==> config.mk <==
export PLATFORM = sky130hd
export DESIGN_NAME = nvm_writer
export DESIGN_NICKNAME = d
export VERILOG_FILES = /design/src/rtl/nvm_pkg.sv /design/src/rtl/nvm_piso.sv /design/src/rtl/nvm_writer.sv
export SDC_FILE = /design/constraint.sdc
export NUM_CORES = 1
export LEC_CHECK = 0
export CORE_MARGIN = 1
export CORE_UTILIZATION = 45
export CTS_CLUSTER_DIAMETER = 120
export DETAILED_ROUTE_END_ITERATION = 12
export PLACE_DENSITY = 0.83
export REMOVE_ABC_BUFFERS = 1
export SLEW_MARGIN = 20
export SYNTH_ARGS = -nofsm -noshare
export SYNTH_HDL_FRONTEND = slang
export SYNTH_SLANG_ARGS = --single-unit
==> constraint.sdc <==
create_clock -name clk -period 1.6 [get_ports clk]
set_input_delay 0.32 -clock clk [delete_from_list [all_inputs] [get_ports clk]]
set_output_delay 0.32 -clock clk [all_outputs]
set_load 0.05 [all_outputs]
==> src/rtl/nvm_pkg.sv <==
// Shared types for the NVM reader/writer pair: FSM states and the control strobe bundle.
package nvm_pkg;

    typedef enum logic [2:0] {
        IDLE  = 3'd0,
        LOAD  = 3'd1,
        SHIFT = 3'd2,
        PROG  = 3'd3,
        DONE  = 3'd4
    } state_t;

    typedef struct packed {
        logic load;
        logic shift;
        logic prog;
        logic done;
    } nvm_ctrl_t;

    function automatic int imax(input int a, input int b);
        return (a > b) ? a : b;
    endfunction

endpackage

==> src/rtl/nvm_piso.sv <==
// Parallel-in / serial-out shifter. The serial output is its own flop, so the
// frame MSB appears the cycle after the first shift edge and sdo idles at 0.
module nvm_piso #(
    parameter int N = 12
) (
    input  logic         clk,
    input  logic         rst,
    input  logic         load,
    input  logic         shift,
    input  logic [N-1:0] din,
    output logic         sdo
);

    logic [N-1:0] sr;

    // Capture the frame on load; on each shift edge present the MSB and move up.
    always_ff @(posedge clk) begin
        if (rst) begin
            sr  <= '0;
            sdo <= 1'b0;
        end else begin
            if (load)
                sr <= din;
            else if (shift)
                sr <= sr << 1;
            sdo <= shift ? sr[N-1] : 1'b0;
        end
    end

endmodule

==> src/rtl/nvm_writer.sv <==
// NVM write sequencer: accepts one {addr, data} frame, shifts it out MSB-first,
// then holds the program pulse for PROG_CYCLES cycles. All outputs are flops.
module nvm_writer
    import nvm_pkg::*;
#(
    parameter int DATA_W      = 8,
    parameter int ADDR_W      = 4,
    parameter int PROG_CYCLES = 16
) (
    input  logic              clk,
    input  logic              rst,
    input  logic              wr_en,
    input  logic [ADDR_W-1:0] wr_addr,
    input  logic [DATA_W-1:0] wr_data,
    output logic              busy,
    output logic              done,
    output logic              nvm_load,
    output logic              nvm_shift,
    output logic              nvm_sdo,
    output logic              nvm_prog
);

    localparam int N     = ADDR_W + DATA_W;
    localparam int CNT_W = $clog2(imax(N, PROG_CYCLES) + 1);

    state_t     state_q, state_d;
    logic [CNT_W-1:0] cnt_q, cnt_d;
    nvm_ctrl_t  ctrl_q, ctrl_d;
    logic       busy_q, busy_d;
    logic       capture;

    // Next state, shared counter reload/decrement, and next registered outputs.
    always_comb begin
        state_d = state_q;
        cnt_d   = cnt_q;
        capture = 1'b0;
        case (state_q)
            IDLE: begin
                cnt_d = '0;
                if (wr_en) begin
                    state_d = LOAD;
                    capture = 1'b1;
                end
            end
            LOAD: begin
                state_d = SHIFT;
                cnt_d   = CNT_W'(N - 1);
            end
            SHIFT: begin
                if (cnt_q == '0) begin
                    state_d = PROG;
                    cnt_d   = CNT_W'(PROG_CYCLES - 1);
                end else begin
                    cnt_d = cnt_q - CNT_W'(1);
                end
            end
            PROG: begin
                if (cnt_q == '0) begin
                    state_d = DONE;
                    cnt_d   = '0;
                end else begin
                    cnt_d = cnt_q - CNT_W'(1);
                end
            end
            DONE: begin
                // Accepting here gives back-to-back writes with no idle cycle.
                cnt_d = '0;
                if (wr_en) begin
                    state_d = LOAD;
                    capture = 1'b1;
                end else begin
                    state_d = IDLE;
                end
            end
            default: begin
                state_d = IDLE;
                cnt_d   = '0;
            end
        endcase

        ctrl_d.load  = (state_d == LOAD);
        ctrl_d.shift = (state_d == SHIFT);
        ctrl_d.prog  = (state_d == PROG);
        ctrl_d.done  = (state_d == DONE);
        busy_d       = (state_d == LOAD) || (state_d == SHIFT) || (state_d == PROG);
    end

    // State, counter and output registers; reset aborts any write in flight.
    always_ff @(posedge clk) begin
        if (rst) begin
            state_q <= IDLE;
            cnt_q   <= '0;
            ctrl_q  <= '0;
            busy_q  <= 1'b0;
        end else begin
            state_q <= state_d;
            cnt_q   <= cnt_d;
            ctrl_q  <= ctrl_d;
            busy_q  <= busy_d;
        end
    end

    nvm_piso #(.N(N)) u_piso (
        .clk   (clk),
        .rst   (rst),
        .load  (capture),
        .shift (state_d == SHIFT),
        .din   ({wr_addr, wr_data}),
        .sdo   (nvm_sdo)
    );

    assign busy      = busy_q;
    assign done      = ctrl_q.done;
    assign nvm_load  = ctrl_q.load;
    assign nvm_shift = ctrl_q.shift;
    assign nvm_prog  = ctrl_q.prog;

endmodule

==> impl_metrics.json <==
{
  "clkLatencyLatePin_ns": 0.33,
  "netlist_top_cells_area": "sky130_fd_sc_hd__dfxtp_1 (46%), sky130_fd_sc_hd__nor2_1 (9.3%), sky130_fd_sc_hd__o221a_2 (6.0%), sky130_fd_sc_hd__mux2i_1 (3.6%), sky130_fd_sc_hd__nand2_1 (3.0%)",
  "synthSimpleGateAreaFrac_pct": 22.80,
  "synthFlopType": "sky130_fd_sc_hd__dfxtp_1",
  "initial_core_utilization_pct": 49.42,
  "postCtsHoldBufs": 0,
  "endpoint_kind": "flip-flop",
  "finalInstanceArea_sq_um": 1568,
  "async_reset_ff_share_pct": 0,
  "cts_tree": "done",
  "die_h_um": 52.00,
  "synthAdderAreaFrac_pct": 2.225,
  "slew_violations": 0,
  "worst_pin_slew_ns": 0.3919,
  "route.vias.total": 1057,
  "num_io_pins": 21,
  "synth-seq-cells": 26,
  "final_worst_path_cycle_share_pct": 100.7,
  "yosys.cell_count.top_type": "sky130_fd_sc_hd__nor2_1",
  "final_hold_viol_count": 0,
  "hpwlAfterDp_um": 1611,
  "clock_h_tree_levels": 1,
  "detailroute.wirelength.met2_um": 1403,
  "die_extent_in_x_um": 52.00,
  "period_minus_slack_ns": 1.612,
  "dieArea_sq_um": 2703,
  "timing.critical_path.required_ns": 1.82,
  "wire_length_the_detailed_router_placed_on_met1_um": 1237,
  "mappedNetlistArea_sq_um": 1125,
  "cap_viol_max_count": 0,
  "areaGrowthSynthToFinish_pct": 39.38,
  "post_drt_via_cell_ratio": 5.593,
  "first_global_vias": 962,
  "num-nets-final": 179,
  "failing_checks": "negative setup slack",
  "setup.reg_to_reg.worst_slack_ns": -0.01,
  "groute.usage.overall_pct": 22.02,
  "synth_sequential_area_ratio_pct": 46.27,
  "route.antenna.remaining_nets": 0,
  "fillerInstances": 168,
  "yosys.area.top_type_share_pct": 46.27,
  "synth_top_cell_by_area": "sky130_fd_sc_hd__dfxtp_1",
  "postRouteWirelength_um": 2890,
  "cp_data_arrival_time_ns": 1.83,
  "synthTopCellsByCount": "sky130_fd_sc_hd__nor2_1 (28), sky130_fd_sc_hd__dfxtp_1 (26), sky130_fd_sc_hd__nand2_1 (9)",
  "fmaxAchievable_ghz": 0.6205,
  "core_sq_um": 2276,
  "timing.critical_path.fanout_max": 5,
  "wirelength_per_cell_um": 15.29,
  "synth-edff-count": 0,
  "post-route-drc-count": 0,
  "standby_leakage_power_uw": 0.0006620,
  "post_synth_inst_count": 124,
  "slew_headroom_pct": 73.87,
  "clock-root-buffer": "sky130_fd_sc_hd__clkbuf_4",
  "finClkSkew_ns": 0.008972,
  "synth_compound_gate_area_share_pct": 19.80,
  "synth_mux_area_share_pct": 3.560,
  "cts_num_sinks": 26,
  "hold_path_class": "reg -> reg",
  "final.setup.tns_ns": -0.01152,
  "yosys.area_share.xor_xnor_pct": 1.557,
  "grt_max_degree": 17,
  "start_kind": "flip-flop",
  "wire_length_of_the_first_global_routing_pass_um": 4305,
  "core.rowCount": 17,
  "antenna_cells": 0,
  "clkSlewWorstSetupHoldPaths_ns": 0.15,
  "yosys_warnings": 0,
  "rsz0062_at_grt": "yes",
  "drt_iter0_drc": 28,
  "placed_cells_incl_taps": 178,
  "cts_buffers": 3,
  "setup_viol_count_final": 1,
  "globalRoute.totalOverflow": 0,
  "status": "finished with violations",
  "portBuffers": 20,
  "clk_path_buf_depth": 2,
  "final.setup.worst_slack_ns": -0.01152,
  "routed-wl-met3_um": 145,
  "grt_antenna_before_repair": 0,
  "placement.cell_area_sq_um": 1408,
  "irDropWorstVdd_mv": 0.7949,
  "netlist-cell-type-count": 30,
  "drt_pass1_iterations": 4,
  "drive_gt1_share_pct": 32.92,
  "dr.max_layer_used": "met4",
  "critical_setup_path_class": "reg -> reg",
  "multi_input_area_sq_um": 619.3,
  "power_per_cell_area_nw_per_um2": 1262,
  "area.sequential_sq_um": 525.5,
  "place_congestion": 0.8509,
  "final_cell_count_no_fill": 189,
  "main_combinational_cell_family_by_area_after_synthesis": "simple AND/OR/NAND/NOR gates",
  "synth.avg_cell_area_sq_um": 9.071,
  "post-place-ws_ns": -0.3236
}
[cells by family (layout without fill, tap and decap cells)]
group,after synthesis,count (layout)
simple gates,53,53
compound gates,28,29
xor+xnor,2,2
fa+ha+maj,2,2
buf+inv,9,45
mux,4,4
flops,26,26
[cells in the final DEF, fill, tap and decap left out, types with 2 or more instances in the layout]
cell type | synthesis | routed
sky130_fd_sc_hd__a211oi_1 | 4 | 3
sky130_fd_sc_hd__nor3_1 | 3 | 2
sky130_fd_sc_hd__nand2_1 | 9 | 8
sky130_fd_sc_hd__dfxtp_1 | 26 | 22
sky130_fd_sc_hd__clkdlybuf4s50_1 | 0 | 14
sky130_fd_sc_hd__dfxtp_2 | 0 | 4
sky130_fd_sc_hd__inv_2 | 0 | 2
sky130_fd_sc_hd__o221a_2 | 6 | 6
sky130_fd_sc_hd__nor2_1 | 28 | 28
sky130_fd_sc_hd__or3b_2 | 2 | 2
sky130_fd_sc_hd__a21boi_1 | 0 | 2
sky130_fd_sc_hd__nor2b_1 | 3 | 2
sky130_fd_sc_hd__mux2i_1 | 4 | 3
sky130_fd_sc_hd__buf_4 | 0 | 25
sky130_fd_sc_hd__clkbuf_4 | 0 | 3
sky130_fd_sc_hd__and2_1 | 2 | 2
sky130_fd_sc_hd__nand2b_1 | 3 | 3
sky130_fd_sc_hd__o21ai_0 | 5 | 5
sky130_fd_sc_hd__a21oi_1 | 4 | 4
[through the flow]
step                      power [uW]  util (%)  hold WS [ns]
after floorplan                 1161         -        0.3891
after global placement          1346     61.85        0.4402
after detailed placement        1365     61.85        0.4619
after CTS                       1892     66.74        0.4815
after global routing            2063     68.88        0.5105
final                           1978     68.88        0.4953
[where the power goes]
part	switching, uW	internal (uW)	total (uW)
clock	211	254	465
sequential	66.5	739	805
combinational	352	356	708
total	629	1350	1980
[worst paths after layout]
| kind | from | endpoint | depth (start not counted) |
|---|---|---|---|
| hold / removal | u_piso.sr[11] | u_piso.sdo | 1 |
| setup / recovery | cnt_q[1] | u_piso.sr[2] | 6 |
| hold reg to reg | u_piso.sr[11] | u_piso.sdo | 1 |
| setup reg to reg | cnt_q[1] | u_piso.sr[2] | 6 |
[repair_timing]
| item | in CTS | in global routing |
|---|---|---|
| resized for setup | 10 | 8 |
| pin swaps | 4 | 1 |
| endpoints found under the hold margin | 0 | 0 |
| setup buffers | 4 | 2 |
| endpoints found under the setup margin | 12 | 14 |
| gates cloned | 1 | 0 |
[per-layer routing]
layer / up-vias / GRT usage, %
met1: 488 / 26.44
li1: 510 / -
met2: 46 / 38.03
met5: - / 0
met3: 13 / 3.216
met4: 0 / 10.36
[critical path, cell delays in order, from the launching register on]
cell and delay, ns:
sky130_fd_sc_hd__dfxtp_2 0.36, sky130_fd_sc_hd__inv_2 0.08, sky130_fd_sc_hd__ha_4 0.14, sky130_fd_sc_hd__nor4b_4 0.28, sky130_fd_sc_hd__o31a_4 0.25, sky130_fd_sc_hd__mux2i_2 0.28, sky130_fd_sc_hd__a211oi_2 0.11
[flip-flops by register name (all words and copies together), names as in the netlist]
| name | cells |
|---|---|
| busy | 1 |
| u_piso.sr | 12 |
| state_q | 3 |
| nvm_load | 1 |
| nvm_shift | 1 |
| cnt_q | 5 |
| u_piso.sdo | 1 |
| done | 1 |
| nvm_prog | 1 |
[layout make-up]
cell class / instances / area share [%]
Clock inverter: 1 / 1.915
Sequential cell: 26 / 33.52
Inverter: 2 / 0.4789
Tap cell: 28 / 2.235
Multi-Input combinational cell: 90 / 39.51
Clock buffer: 3 / 1.437
Timing Repair Buffer: 39 / 20.91
No activity file was read; power rests on OpenSTA's default activity.
